**config.mk**
```make
export PLATFORM = sky130hd
export DESIGN_NAME = vga_sync_decoder
export DESIGN_NICKNAME = d
export VERILOG_FILES = /design/src/rtl/vga_timing_pkg.sv /design/src/rtl/vga_sync_edge.sv /design/src/rtl/vga_sync_decoder.sv
export SDC_FILE = /design/constraint.sdc
export NUM_CORES = 1
export LEC_CHECK = 0
export CAP_MARGIN = 20
export CORE_ASPECT_RATIO = 1.5
export CORE_MARGIN = 5
export CORE_UTILIZATION = 55
export DETAILED_ROUTE_END_ITERATION = 12
export PLACE_DENSITY = 0.9
export SLEW_MARGIN = 20
export SYNTH_ARGS = -nofsm -noshare
export SYNTH_HDL_FRONTEND = slang
export SYNTH_SLANG_ARGS = --single-unit
```
**constraint.sdc**
```tcl
create_clock -name CLOCK_50 -period 3.85 [get_ports CLOCK_50]
set_input_delay 0.77 -clock CLOCK_50 [delete_from_list [all_inputs] [get_ports CLOCK_50]]
set_output_delay 0.77 -clock CLOCK_50 [all_outputs]
set_load 0.01 [all_outputs]
```
**src/rtl/vga_timing_pkg.sv**
```systemverilog
// Shared timing constants, counter widths, FSM encoding and saturating
// helpers for the sync-only VGA decoder. Defaults describe 1280x1024@60.
package vga_timing_pkg;

    localparam int DEF_H_SYNC      = 112;
    localparam int DEF_H_BACK      = 248;
    localparam int DEF_H_ACTIVE    = 1280;
    localparam int DEF_H_TOTAL     = 1688;
    localparam int DEF_V_SYNC      = 3;
    localparam int DEF_V_BACK      = 38;
    localparam int DEF_V_ACTIVE    = 1024;
    localparam int DEF_V_TOTAL     = 1066;
    localparam int DEF_SYNC_POS    = 1;
    localparam int DEF_LOCK_FRAMES = 2;

    localparam int HCNT_W   = 12;
    localparam int VCNT_W   = 11;
    localparam int GOOD_W   = 4;
    localparam int ERRCNT_W = 16;

    typedef enum logic [1:0] {
        ST_SEARCH  = 2'd0,
        ST_ACQUIRE = 2'd1,
        ST_LOCKED  = 2'd2
    } dec_state_e;

    // Horizontal counter increment that sticks at all-ones.
    function automatic logic [HCNT_W-1:0] sat_inc_h(input logic [HCNT_W-1:0] v);
        logic [HCNT_W-1:0] res;
        if (v == {HCNT_W{1'b1}}) begin
            res = v;
        end else begin
            res = v + 12'd1;
        end
        return res;
    endfunction

    // Vertical counter increment that sticks at all-ones.
    function automatic logic [VCNT_W-1:0] sat_inc_v(input logic [VCNT_W-1:0] v);
        logic [VCNT_W-1:0] res;
        if (v == {VCNT_W{1'b1}}) begin
            res = v;
        end else begin
            res = v + 11'd1;
        end
        return res;
    endfunction

endpackage

```
**src/rtl/vga_sync_edge.sv**
```systemverilog
// Two-flop synchronizer, polarity normalisation and assertion-edge pulse
// for one sync input. o_edge is high for one cycle when the normalised sync
// level goes from inactive to active.
module vga_sync_edge #(
    parameter int SYNC_POS = 1
) (
    input  logic i_clk,
    input  logic i_rst,
    input  logic i_sync,
    output logic o_edge
);

    localparam logic ACT_LVL  = (SYNC_POS != 0);
    localparam logic IDLE_LVL = ~ACT_LVL;

    logic r_meta;
    logic r_sync;
    logic r_prev;
    logic w_norm;

    assign w_norm = (r_sync == ACT_LVL);
    assign o_edge = w_norm & ~r_prev;

    // Synchronize the raw sync and remember the previous normalised level.
    always_ff @(posedge i_clk or posedge i_rst) begin
        if (i_rst) begin
            r_meta <= IDLE_LVL;
            r_sync <= IDLE_LVL;
            r_prev <= 1'b0;
        end else begin
            r_meta <= i_sync;
            r_sync <= r_meta;
            r_prev <= w_norm;
        end
    end

endmodule

```
**src/rtl/vga_sync_decoder.sv**
```systemverilog
// Sync-only VGA receiver: recovers pixel coordinates from HS/VS, measures
// line and frame lengths, and tracks lock against the expected timing.
// Optional feature macro: VGA_DEC_ERRCNT_EN adds a saturating err_count port.
module vga_sync_decoder
    import vga_timing_pkg::*;
#(
    parameter int H_SYNC      = DEF_H_SYNC,
    parameter int H_BACK      = DEF_H_BACK,
    parameter int H_ACTIVE    = DEF_H_ACTIVE,
    parameter int H_TOTAL     = DEF_H_TOTAL,
    parameter int V_SYNC      = DEF_V_SYNC,
    parameter int V_BACK      = DEF_V_BACK,
    parameter int V_ACTIVE    = DEF_V_ACTIVE,
    parameter int V_TOTAL     = DEF_V_TOTAL,
    parameter int SYNC_POS    = DEF_SYNC_POS,
    parameter int LOCK_FRAMES = DEF_LOCK_FRAMES
) (
    input  logic        CLOCK_50,
    input  logic        RESET,
    input  logic        VGA_HS,
    input  logic        VGA_VS,
    output logic [10:0] XPixelPosition,
    output logic [10:0] YPixelPosition,
    output logic        active,
    output logic        frame_start,
    output logic        locked,
    output logic        sync_error,
    output logic [11:0] line_len,
    output logic [10:0] frame_lines
`ifdef VGA_DEC_ERRCNT_EN
    ,
    output logic [15:0] err_count
`endif
);

    localparam logic [HCNT_W-1:0] H_START = 12'(H_SYNC + H_BACK);
    localparam logic [HCNT_W-1:0] H_END   = 12'(H_SYNC + H_BACK + H_ACTIVE - 1);
    localparam logic [HCNT_W-1:0] H_LEN   = 12'(H_TOTAL);
    localparam logic [VCNT_W-1:0] V_START = 11'(V_SYNC + V_BACK);
    localparam logic [VCNT_W-1:0] V_END   = 11'(V_SYNC + V_BACK + V_ACTIVE - 1);
    localparam logic [VCNT_W-1:0] V_LEN   = 11'(V_TOTAL);
    localparam logic [GOOD_W-1:0] GOOD_TARGET = 4'(LOCK_FRAMES);

    logic               w_hs_edge;
    logic               w_vs_edge;

    dec_state_e         r_state;
    dec_state_e         w_state_nxt;
    logic [HCNT_W-1:0]  r_hcnt;
    logic [VCNT_W-1:0]  r_vcnt;
    logic [GOOD_W-1:0]  r_good;
    logic [GOOD_W-1:0]  w_good_nxt;
    logic               r_clean;
    logic               w_clean_nxt;
    logic               r_h_seen;
    logic               w_h_seen_nxt;

    logic [HCNT_W-1:0]  w_hcnt_inc;
    logic [HCNT_W-1:0]  w_hcnt_nxt;
    logic [VCNT_W-1:0]  w_vcnt_hs;
    logic [VCNT_W-1:0]  w_vcnt_nxt;
    logic               w_line_bad;
    logic               w_frame_bad;
    logic               w_wd_bad;
    logic               w_mismatch;
    logic               w_active;
    logic [HCNT_W-1:0]  w_hdiff;
    logic [VCNT_W-1:0]  w_vdiff;

    logic [10:0]        r_x;
    logic [10:0]        r_y;
    logic               r_active;
    logic               r_frame_start;
    logic               r_locked;
    logic               r_sync_error;
    logic [11:0]        r_line_len;
    logic [10:0]        r_frame_lines;

    vga_sync_edge #(.SYNC_POS(SYNC_POS)) u_hs_edge (
        .i_clk  (CLOCK_50),
        .i_rst  (RESET),
        .i_sync (VGA_HS),
        .o_edge (w_hs_edge)
    );

    vga_sync_edge #(.SYNC_POS(SYNC_POS)) u_vs_edge (
        .i_clk  (CLOCK_50),
        .i_rst  (RESET),
        .i_sync (VGA_VS),
        .o_edge (w_vs_edge)
    );

    // Next horizontal/vertical counts; a VS edge clears vcnt even when an HS edge coincides.
    always_comb begin
        w_hcnt_inc = sat_inc_h(r_hcnt);
        w_hcnt_nxt = w_hcnt_inc;
        w_vcnt_hs  = r_vcnt;
        w_vcnt_nxt = r_vcnt;
        if (w_hs_edge) begin
            w_hcnt_nxt = 12'd0;
            w_vcnt_hs  = sat_inc_v(r_vcnt);
        end else begin
            w_hcnt_nxt = w_hcnt_inc;
            w_vcnt_hs  = r_vcnt;
        end
        if (w_vs_edge) begin
            w_vcnt_nxt = 11'd0;
        end else begin
            w_vcnt_nxt = w_vcnt_hs;
        end
    end

    // Line, frame and lost-HS checks; the first HS edge after SEARCH only starts counting.
    always_comb begin
        w_line_bad  = w_hs_edge && r_h_seen &&
                      ((r_hcnt == 12'hFFF) || (w_hcnt_inc != H_LEN));
        w_frame_bad = w_vs_edge && (r_state != ST_SEARCH) && (w_vcnt_hs != V_LEN);
        w_wd_bad    = (r_hcnt == 12'hFFE) && !w_hs_edge;
        w_mismatch  = w_line_bad || w_frame_bad || w_wd_bad;
    end

    // Lock FSM: count clean frames in ACQUIRE, drop to SEARCH on any error while LOCKED.
    always_comb begin
        w_state_nxt = r_state;
        w_good_nxt  = r_good;
        w_clean_nxt = r_clean;
        case (r_state)
            ST_SEARCH: begin
                if (w_vs_edge) begin
                    w_state_nxt = ST_ACQUIRE;
                    w_good_nxt  = 4'd0;
                    w_clean_nxt = 1'b1;
                end else begin
                    w_state_nxt = ST_SEARCH;
                end
            end
            ST_ACQUIRE: begin
                if (w_vs_edge) begin
                    w_clean_nxt = 1'b1;
                    if (r_clean && !w_mismatch) begin
                        w_good_nxt = r_good + 4'd1;
                        if ((r_good + 4'd1) == GOOD_TARGET) begin
                            w_state_nxt = ST_LOCKED;
                        end else begin
                            w_state_nxt = ST_ACQUIRE;
                        end
                    end else begin
                        w_good_nxt = 4'd0;
                    end
                end else if (w_mismatch) begin
                    w_good_nxt  = 4'd0;
                    w_clean_nxt = 1'b0;
                end else begin
                    w_state_nxt = ST_ACQUIRE;
                end
            end
            ST_LOCKED: begin
                if (w_mismatch) begin
                    w_state_nxt = ST_SEARCH;
                end else begin
                    w_state_nxt = ST_LOCKED;
                end
            end
            default: begin
                w_state_nxt = ST_SEARCH;
            end
        endcase
    end

    // Track whether an HS edge has been seen since (re)entering SEARCH.
    always_comb begin
        if ((w_state_nxt == ST_SEARCH) && (r_state != ST_SEARCH)) begin
            w_h_seen_nxt = 1'b0;
        end else if (w_hs_edge) begin
            w_h_seen_nxt = 1'b1;
        end else begin
            w_h_seen_nxt = r_h_seen;
        end
    end

    // Active-area decode and coordinates for the sample being processed.
    always_comb begin
        w_active = (w_hcnt_nxt >= H_START) && (w_hcnt_nxt <= H_END) &&
                   (w_vcnt_nxt >= V_START) && (w_vcnt_nxt <= V_END);
        if (w_active) begin
            w_hdiff = w_hcnt_nxt - H_START;
            w_vdiff = w_vcnt_nxt - V_START;
        end else begin
            w_hdiff = 12'd0;
            w_vdiff = 11'd0;
        end
    end

    // FSM state, position counters and lock bookkeeping.
    always_ff @(posedge CLOCK_50 or posedge RESET) begin
        if (RESET) begin
            r_state  <= ST_SEARCH;
            r_hcnt   <= 12'd0;
            r_vcnt   <= 11'd0;
            r_good   <= 4'd0;
            r_clean  <= 1'b0;
            r_h_seen <= 1'b0;
        end else begin
            r_state  <= w_state_nxt;
            r_hcnt   <= w_hcnt_nxt;
            r_vcnt   <= w_vcnt_nxt;
            r_good   <= w_good_nxt;
            r_clean  <= w_clean_nxt;
            r_h_seen <= w_h_seen_nxt;
        end
    end

    // Registered outputs; locked follows the registered state one cycle later.
    always_ff @(posedge CLOCK_50 or posedge RESET) begin
        if (RESET) begin
            r_x           <= 11'd0;
            r_y           <= 11'd0;
            r_active      <= 1'b0;
            r_frame_start <= 1'b0;
            r_locked      <= 1'b0;
            r_sync_error  <= 1'b0;
            r_line_len    <= 12'd0;
            r_frame_lines <= 11'd0;
        end else begin
            r_x           <= w_hdiff[10:0];
            r_y           <= w_vdiff;
            r_active      <= w_active;
            r_frame_start <= w_vs_edge;
            r_locked      <= (r_state == ST_LOCKED);
            r_sync_error  <= w_mismatch;
            r_line_len    <= w_hs_edge ? w_hcnt_inc : r_line_len;
            r_frame_lines <= w_vs_edge ? w_vcnt_hs : r_frame_lines;
        end
    end

    assign XPixelPosition = r_x;
    assign YPixelPosition = r_y;
    assign active         = r_active;
    assign frame_start    = r_frame_start;
    assign locked         = r_locked;
    assign sync_error     = r_sync_error;
    assign line_len       = r_line_len;
    assign frame_lines    = r_frame_lines;

`ifdef VGA_DEC_ERRCNT_EN
    logic [15:0] r_err_count;

    // Saturating count of sync errors, cleared only by RESET.
    always_ff @(posedge CLOCK_50 or posedge RESET) begin
        if (RESET) begin
            r_err_count <= 16'd0;
        end else if (w_mismatch && (r_err_count != 16'hFFFF)) begin
            r_err_count <= r_err_count + 16'd1;
        end else begin
            r_err_count <= r_err_count;
        end
    end

    assign err_count = r_err_count;
`endif

endmodule
```
==> summary.md, run 1 <==
| Metric | Value |
|---|---|
| Hold WS | 0.360 ns |
| Tmin final | between 3 and 4 ns |
| Die Y | 116 um |
| Largest area contributor in the netlist | dfrtp_1 |
| Synth Flop Type | dfrtp_1 |
| Worst min path class | flop to flop |
| Combinational fraction of design power | between 10% and 20% |
| CTS Root Buffer Type | clkbuf_8 |
| Nets | 494 |
| WS Path Type | flop to flop |
| Area of the multi-input gates | roughly 1800 um^2 |
| Yosys cell types | 60 |
| DP Cell Count | 570 |
| Die X | 80.7 um |
| CORE AREA | 7270 um^2 |
| Post-synthesis sequential area ratio | 52.2% |
| #FFs+latches synth | 86 |
| Worst-Margin Slew | 0.855 ns |
| Routed WL per cell | 16.1 um |
| RSZ-0062 raised after global routing | false |
| Flop pwr share | 52.3% |
| Final Skew | 0.00866 ns |
| Peak VDD IR | roughly 0.00034 V |
| GRT Resource Usage Total | 22.2% |
| Ports | 53 |
| Final hold viol count | 0 |
| Gpl congestion | 1.00 |
| Total CTS buffers | 9 |
| Switching Power | 520 uW |
| Max-slew violation count | 0 |
| Post-cts hold buffer count | 0 |
| Pwr per Cell Area | 386 nW/um^2 |
| Gate Count Post-Synth | 429 |
| Worst EP required | 4.12 ns |
| Leakage power total | ~2.1 nW |
| Syn avg cell area | 9.61 um^2 |
| Global route total overflow | 0 |
| DR pass1 iterations | 5 |
| Crit-path max FO | 17 |
| Internal power | between 1 and 1.5 mW |
| Setup crit start kind | flop |
| Setup slack, reg-to-reg | 0.29 ns |
| Clock slew at reported path FFs | 0.08 ns |
| Post-synth EDFFs | 0 |
| Vias in the first global route | about 3300 |
| Async S/R FF share, synth | 100% |
| Drt drc | 0 |
| First-pass GRT wire length | 15800 um |
| IO Port Bufs | 52 |
| Final setup TNS | 0 ns |
| Synth-to-Final Area Change | 20.6% |
| Top post-synthesis cells by area | dfrtp_1 52%, o21ai_0 5.7%, nand2_1 4.5% |
| Clock share of power | between 30% and 40% |
| Initial antenna violation count | 0 |
| Drt total wl | 9480 um |
| Max-Cap Viols | 0 |
| Fmax | between 200 and 300 MHz |
| Initial Util | 56.7% |
| ANT nets after route | 0 |
| Share of cells above drive strength 1 | between 7 and 8% |
| Routed vias/inst | 5.89 |
| Syn nets | 441 |
| Synth warn | 0 |
| CTS tree | done |
| Status | finished, final reports clean |
| Total chip power | 1.92 mW |
| Non-filler cells, final | 587 |
| # diodes | 0 |
| CTS sink cnt | 86 |
| DP HPWL | 6810 um |
| Clock buffer depth | 2 |
| Period utilization | 92.4% |
| Critical path arrival | approximately 3.8 ns |
| Switching share of power | 27.0% |
| Latest clock arrival within the worst-skew pair | 0.36 ns |
| CP Capture Type | flop |
| # H-tree levels | 3 |
| Site row count | 38 |
| Final Util | 68.4% |
| Fillers | 548 |
| FF/Latch Area | approximately 2200 um^2 |
| Cell Area, Synth | 4120 um^2 |
| Vias | 3460 |
| Slew margin rel. | a little over two fifths |
| Synth top area share | around 52% |
| Pin count of the biggest net entering global routing | 53 |
| 1st-iter DRT viols | between 200 and 250 |
| Final setup vio count | 0 |
| Die ar. | 9360 um^2 |
## cell type report
| class | count | share of cell area, % |
|---|---|---|
| flip-flops and latches | 86 | 43.3 |
| multi-input cells | 307 | 36.6 |
| repair buffers | 60 | 12.2 |
| clock buffers | 13 | 3.19 |
| well taps | 100 | 2.52 |
| inverters | 18 | 1.38 |
| clock inverters | 3 | 0.855 |
## worst paths after layout
path                                        from                end  cells past startpoint
worst max register to register         r_hcnt[1]  YPixelPosition[3]                     10
worst min-delay path            u_vs_edge.r_meta   u_vs_edge.r_sync                      0
worst max-delay path                   r_hcnt[1]  YPixelPosition[3]                     10
worst min register to register  u_vs_edge.r_meta   u_vs_edge.r_sync                      0
max in group asynchronous                  RESET          r_vcnt[8]                      3
min in group asynchronous                  RESET        frame_start                      2
## registers in the layout, indices dropped and copies added, names as in the netlist, 2 cells and up
register / cells
r_good: 4
frame_lines: 11
r_hcnt: 12
line_len: 12
r_state: 2
XPixelPosition: 11
YPixelPosition: 11
r_vcnt: 11
## worst max-delay path, cell delays in order, from the launching register on
cell,delay [ns]
dfrtp_1,0.45
ha_1,0.32
and3_1,0.29
and3_1,0.18
o21ai_1,0.18
or4_1,0.55
a311oi_2,0.45
mux2i_1,0.15
a2111o_1,0.51
buf_12,0.19
nor3_1,0.20
## layout by cell type, fill, tap and decap left out, types with 5 or more instances in the layout
cell / count
inv_1: 17
nor3_1: 14
dfrtp_1: 86
nor2_1: 47
mux2i_1: 5
a21oi_1: 13
clkdlybuf4s50_1: 52
nand4_1: 8
xnor2_1: 15
nor2b_1: 5
ha_1: 8
nand3_1: 13
o21ai_0: 47
a21oi_2: 5
clkbuf_8: 11
nand2_1: 49
buf_4: 6
nand2b_1: 8
o21a_1: 5
## metrics by stage
| stage | instance area [um^2] | setup WS [ns] |
|---|---|---|
| floorplan | 4120 | 0.858 |
| finish | 4970 | 0.292 |
| global placement | 4760 | 0.458 |
| CTS | 4970 | 0.266 |
| global route | 4970 | 0.0734 |
| detailed placement | 4760 | 0.303 |
## metal layers
layer,routed length (um),up-vias,part of all wire (%),global-route usage [%]
met1,3630,1633,38,26.0
met3,572,33,6.0,4.90
li1,-,1624,-,-
met5,0,-,0,0
met2,4950,170,52,37.5
met4,325,0,3.4,12.4
## cell families after synthesis
kind of cell             count (synthesis)  share of synthesized area, %
XOR/XNOR                                19                          4.04
multiplexers                             5                          1.21
AND/OR/NAND/NOR                        171                          20.2
AO/OA/AOI/OAI                          104                          16.3
buffers and inverters                   36                          3.64
adder cells (fa/ha/maj)                  8                          2.43
flip-flops                              86                          52.2
## cells in the mapped netlist (all sizes together) (3+ instances only)
master  instances
a211oi          3
nor2b           5
buf             6
nand2b          8
a31oi           4
nand3          14
and3            4
inv            18
a21oi          18
nor2           47
dfrtp          86
xor2            4
o21a            5
xnor2          15
clkbuf         12
nor3           14
ha              8
mux2i           5
o21ai          48
nor4            4
nand2          49
nand4           8
and4            4
## what timing repair did
action	in CTS	in global routing
endpoints found under the setup margin	0	1
resized for setup	0	0
setup buffers	0	1
## power groups by stage
stage	clock network, mW	registers, mW	logic [mW]
2_1_floorplan	0	1.00	0.186
3_3_place_gp	0	1.02	0.263
3_5_place_dp	0	1.02	0.270
4_1_cts	0.654	1.00	0.272
5_1_grt	0.699	1.01	0.303
6_report	0.645	1.01	0.271
No activity file was read; power rests on OpenSTA's default activity.
==> run 2: changes to the inputs <==
--- a/config.mk
+++ b/config.mk
@@ -8,9 +8,9 @@
 export CAP_MARGIN = 20
 export CORE_ASPECT_RATIO = 1.5
 export CORE_MARGIN = 5
-export CORE_UTILIZATION = 55
+export CORE_UTILIZATION = 46
 export DETAILED_ROUTE_END_ITERATION = 12
-export PLACE_DENSITY = 0.9
+export PLACE_DENSITY = 0.79
 export SLEW_MARGIN = 20
 export SYNTH_ARGS = -nofsm -noshare
 export SYNTH_HDL_FRONTEND = slang
==> run 2 against run 1 <==
Register-to-register slack is essentially flat. Final area grew 3.9%. Combinational power up 4%. Via count shrank 1.4%. Sequential share of layout area shrank 1.6 points. Clock-buffer cell count down 4. Clock skew about the same. Critical path depth stayed put. Final cell count up 2.9%. Routed wire length increased by 4.3%. Non-clock buffer count is 7 higher. Hold slack lost 0.012 ns. Largest cell class unchanged.
==> summary.md, run 2 (synthesis results as in run 1) <==
| Metric | Value |
|---|---|
| Routed WL per cell | 16.4 um |
| Pwr per Cell Area | 430 nW/um^2 |
| Critical path arrival | 3.83 ns |
| Switching Power | 578 uW |
| # H-tree levels | 3 |
| WS Path Type | flop to flop |
| Clock slew at reported path FFs | 0.07 ns |
| Max-slew violation count | 0 |
| IO Port Bufs | 52 |
| Slew margin rel. | 53.9% |
| Worst-Margin Slew | a little under 0.7 ns |
| 1st-iter DRT viols | around 200 |
| Leakage power total | 2.22 nW |
| Drt drc | 0 |
| Clock buffer depth | 2 |
| Gpl congestion | 0.917 |
| Switching share of power | 26.0% |
| Routed vias/inst | 5.65 |
| Vias in the first global route | 3426 |
| DR pass1 iterations | 4 |
| Postcts setup bufs | 0 |
| Peak VDD IR | between 0.0002 and 0.0003 V |
| Status | finished, final reports clean |
| Cell breakdown of the critical path | ha_1, and3_1, and3_1, o21ai_1, or4_1, a311oi_2, mux2i_1, a2111o_1, buf_12, nor3_1 |
| Crit path launch | r_hcnt[1] |
| Final setup TNS | 0 ns |
| Combinational fraction of design power | 12.7% |
| Initial antenna violation count | 0 |
| Max stage delay on crit path | 0.56 ns |
| Slowest-stage cell, CP | a2111o_1 |
| Drt total wl | 9890 um |
| Pin count of the biggest net entering global routing | between 50 and 60 |
| Global route total overflow | 0 |
| GRT Resource Usage Total | 19.3% |
| Worst min path class | flop to flop |
| Share of cells above drive strength 1 | 9.51% |
| Site row count | 42 |
| Commonest non-fill, non-tap cell in the layout | dfrtp_1 |
| Period utilization | 92.6% |
| Max-Cap Viols | 0 |
| CTS tree | done |
| Fillers | 747 |
| CTS Root Buffer Type | clkbuf_16 |
| Die X | around 87 um |
| Launching point of the worst reg2reg path | r_hcnt[1] |
| # diodes | 0 |
| Pre-CTS WS | 0.349 ns |
| Initial Util | ~47% |
| CORE AREA | 8780 um^2 |
| Worst EP required | 4.11 ns |
| Final hold viol count | 0 |
| Ports | 53 |
| Crit-path max FO | 17 |
| Total CTS buffers | 9 |
| RSZ-0062 raised after global routing | false |
| Final Skew | between 0.008 and 0.009 ns |
| Commonest cells after routing, fill and taps aside | 86 x dfrtp_1, 52 x clkdlybuf4s50_1, 49 x nand2_1 |
| CP Capture Type | flop |
| Synth-to-Final Area Change | 25.3% |
| CTS sink cnt | 86 |
| Latest clock arrival within the worst-skew pair | 0.34 ns |
| Internal power | 1.64 mW |
| Vias | 3413 |
| Final setup vio count | 0 |
| Tmin final | 3.56 ns |
| Die ar. | between 10000 and 15000 um^2 |
| DP HPWL | 7110 um |
| Hold WS | 0.347 ns |
| Setup crit start kind | flop |
| Flop pwr share | 45.3% |
| ANT nets after route | 0 |
| Hold_sp | u_hs_edge.r_meta |
| Nets | 501 |
| Die Y | between 100 and 150 um |
| First-pass GRT wire length | approximately 17000 um |
| Cell mode on critical path | and3_1 |
| Fmax | 281 MHz |
| Final worst slack | around 0.29 ns |
| Clock share of power | 42.0% |
-- run 2: changes by cell type in the layout (fill, tap and decap cells not counted), sizes merged --
cell / change
buf: +7
bufinv: +1
clkbuf: -4
clkinv: +3
-- run 2: cell type report --
class                      count  area (um^2)  share of cell area (%)
sequential                    86         2150                    41.6
multi-input combinational    307         1830                    35.4
timing repair buffer          67          658                    12.7
clock buffer                   9          225                    4.36
tap                          110          138                    2.66
clock inverter                 7         98.8                    1.91
inverter                      18         68.8                    1.33
-- run 2: metal layers --
layer,up-vias,track usage (%),wire length (um)
li1,1637,-,-
met1,1651,22.0,3800
met2,101,33.8,5320
met3,24,5.03,509
met4,0,7.68,261
met5,-,0,0
-- run 2: per-stage QoR --
stage / instances / power, mW / utilization [%] / instance area (um^2)
6_report: 604 / 2.22 / 58.9 / 5170
5_1_grt: 604 / 2.33 / 58.9 / 5170
4_1_cts: 603 / 2.24 / 58.6 / 5140
3_5_place_dp: 587 / 1.30 / 54.9 / 4820
3_3_place_gp: 587 / 1.29 / 54.9 / 4820
2_1_floorplan: 429 / 1.19 / - / 4120
-- run 2: path summary, 6_finish.rpt --
check / endpoint / cells past startpoint / slack (ns)
min in group asynchronous: line_len[0] / 2 / 0.69
worst min register to register: u_hs_edge.r_sync / 0 / 0.35
worst max-delay path: YPixelPosition[3] / 10 / 0.29
worst min-delay path: u_hs_edge.r_sync / 0 / 0.35
max in group asynchronous: YPixelPosition[6] / 4 / 2.37
worst max register to register: YPixelPosition[3] / 10 / 0.29
-- run 2: what timing repair did --
item,4_1_cts,5_1_grt
setup endpoints to repair,0,12
resized for setup,0,1
hold buffers,0,0
-- run 2: critical path: cells and delay by family, from the launching register on --
family                     cells  cell delay, ns
muxes                          1            0.15
and+or+nand+nor                4            1.18
buffers and inverters          1            0.21
adders and majority gates      1            0.32
DFF                            1            0.43
AOI/OAI and AO/OA              3            1.17
-- run 2: power by group through the flow --
stage                     clock network (mW)  registers [mW]  logic [mW]
after floorplan                            0            1.00       0.186
after global placement                     0            1.02       0.275
after detailed placement                   0            1.02       0.280
after CTS                              0.950            1.01       0.283
after global routing                   0.994            1.02       0.316
final                                  0.934            1.01       0.282
==> run 3: changes to the inputs <==
--- a/config.mk
+++ b/config.mk
@@ -10,6 +10,7 @@
 export CORE_MARGIN = 5
 export CORE_UTILIZATION = 46
 export DETAILED_ROUTE_END_ITERATION = 12
+export GPL_ROUTABILITY_DRIVEN = 0
 export PLACE_DENSITY = 0.79
 export SLEW_MARGIN = 20
 export SYNTH_ARGS = -nofsm -noshare
==> run 3 against run 2 <==
Sequential cell count stayed put. Via count increased by 0.18%. Clock power shrank 3.9%. Clock-buffer cell count grew 2. Clock skew is 0.0024 ns higher. Die area stayed put. Global-route usage is 1.0 points lower. Total power is 1.8% lower. Critical path depth is 4 higher. Non-clock buffer count is 6 lower. Critical path type unchanged. Largest power group unchanged.
==> summary.md, run 3 (synthesis results as in run 1) <==
| Metric | Value |
|---|---|
| Worst min path class | flop to flop |
| Period utilization | 91.6% |
| Die ar. | ~11000 um^2 |
| Peak VDD IR | between 0.0002 and 0.0003 V |
| Final worst slack | 0.322 ns |
| Pre-CTS WS | 0.368 ns |
| Switching share of power | 25.1% |
| Site row count | 42 |
| Die Y | 126 um |
| GRT Resource Usage Total | 18.3% |
| Switching Power | around 550 uW |
| Final hold viol count | 0 |
| CORE AREA | slightly below 9000 um^2 |
| Vias | 3419 |
| First-pass GRT wire length | 16100 um |
| Synth-to-Final Area Change | 23.6% |
| Clock buffer depth | 2 |
| Vias in the first global route | 3418 |
| Total chip power | 2.18 mW |
| Initial Util | 47.0% |
| Final Skew | 0.0113 ns |
| Total CTS buffers | 9 |
| Final Util | 58.1% |
| Crit-path max FO | 14 |
| DR pass1 iterations | 5 |
| Final setup TNS | 0 ns |
| Clock share of power | 41.1% |
| Commonest cells after routing, fill and taps aside | 86 x dfrtp_1, 52 x clkdlybuf4s50_1, 49 x nand2_1 |
| Max-Cap Viols | 0 |
| Worst EP required | 4.07 ns |
| Setup slack, reg-to-reg | 0.32 ns |
| Hold WS | approximately 0.35 ns |
| Ports | 53 |
| Initial antenna violation count | 0 |
| 1st-iter DRT viols | a little under 300 |
| Setup crit start kind | flop |
| Postcts setup bufs | 0 |
| # diodes | 0 |
| CTS sink cnt | 86 |
| Commonest non-fill, non-tap cell in the layout | dfrtp_1 |
| Leakage power total | 2.17 nW |
| CTS Root Buffer Type | clkbuf_16 |
| # H-tree levels | 3 |
| Max-slew violation count | 0 |
| Routed vias/inst | between 5 and 6 |
| ANT nets after route | 0 |
| Drt total wl | 9820 um |
| IO Port Bufs | 52 |
| Internal power | roughly 1.6 mW |
| Drt drc | 0 |
| Global route total overflow | 0 |
| Critical path arrival | 3.75 ns |
| Combinational fraction of design power | 12.8% |
| Worst-Margin Slew | 0.869 ns |
| CTS tree | done |
| Routed WL per cell | between 15 and 20 um |
| Pin count of the biggest net entering global routing | 52 |
| Fmax | 283 MHz |
| Clock slew at reported path FFs | about 0.06 ns |
| Latest clock arrival within the worst-skew pair | 0.34 ns |
| Die X | 87.3 um |
| Share of cells above drive strength 1 | 8.01% |
| Final setup vio count | 0 |
| WS Path Type | flop to flop |
| Nets | 495 |
| Pwr per Cell Area | 428 nW/um^2 |
| Slew margin rel. | 42.0% |
| Status | finished, final reports clean |
| Tmin final | approximately 3.5 ns |
| Flop pwr share | 46.1% |
| Fillers | about 730 |
| RSZ-0062 raised after global routing | false |
| DP HPWL | 6930 um |
| CP Capture Type | flop |
==> run 3: changes by cell type in the layout (fill, tap and decap cells not counted) <==
| cell | previous run | this run |
|---|---|---|
| buf_4 | 13 | 8 |
| a21oi_1 | 13 | 12 |
| clkinv_4 | 3 | 0 |
| a21oi_2 | 5 | 6 |
| buf_12 | 2 | 1 |
| clkbuf_1 | 0 | 2 |
==> run 3: final cells by class <==
type | instances | area, um^2 | area share, %
clock inverters | 4 | 72.6 | 1.42
repair buffers | 61 | 601 | 11.8
clock buffers | 11 | 233 | 4.57
multi-input cells | 307 | 1830 | 35.9
inverters | 18 | 68.8 | 1.35
well taps | 110 | 138 | 2.70
flip-flops and latches | 86 | 2150 | 42.2
==> run 3: routing by layer <==
| metal | wire, um | vias up | GRT usage, % |
|---|---|---|---|
| met1 | 3810 | 1646 | 21.2 |
| met4 | 189 | 0 | 8.22 |
| met5 | 0 | - | 0 |
| li1 | - | 1610 | - |
| met2 | 5200 | 145 | 31.6 |
| met3 | 624 | 18 | 4.18 |
==> run 3: worst paths after layout <==
| kind | start | endpoint | cells after the start |
|---|---|---|---|
| setup / recovery | r_vcnt[0] | XPixelPosition[5] | 14 |
| hold / removal | u_hs_edge.r_meta | u_hs_edge.r_sync | 0 |
| setup reg to reg | r_vcnt[0] | XPixelPosition[5] | 14 |
| hold reg to reg | u_hs_edge.r_meta | u_hs_edge.r_sync | 0 |
| max in group asynchronous | RESET | XPixelPosition[6] | 3 |
| min in group asynchronous | RESET | line_len[0] | 2 |
==> run 3: timing repair <==
| item | 4_1_cts | 5_1_grt |
|---|---|---|
| hold buffers | 0 | 0 |
| endpoints found under the setup margin | 0 | 14 |
| resized for setup | 0 | 2 |
==> run 3: stage by stage <==
stage	cells	area (um^2)
2_1_floorplan	429	4120
3_3_place_gp	582	4780
3_5_place_dp	582	4780
4_1_cts	597	5080
5_1_grt	597	5090
6_report	597	5090
==> run 3: power by group through the flow <==
stage	clock network, mW	logic, mW	registers, mW
2_1_floorplan	0	0.186	1.00
3_3_place_gp	0	0.272	1.02
4_1_cts	0.921	0.278	1.00
5_1_grt	0.953	0.312	1.01
3_5_place_dp	0	0.276	1.02
6_report	0.898	0.279	1.01
==> run 3: critical path: stages, from the launching register on <==
cell	delay, ns
dfrtp_1	0.48
ha_1	0.26
nand2_1	0.11
nor4_2	0.33
nor2_1	0.14
nor2_1	0.11
a21oi_1	0.07
or2_2	0.33
ha_1	0.19
inv_1	0.05
o221ai_1	0.13
a2111oi_0	0.51
a2111o_1	0.33
buf_4	0.28
nor2_1	0.08
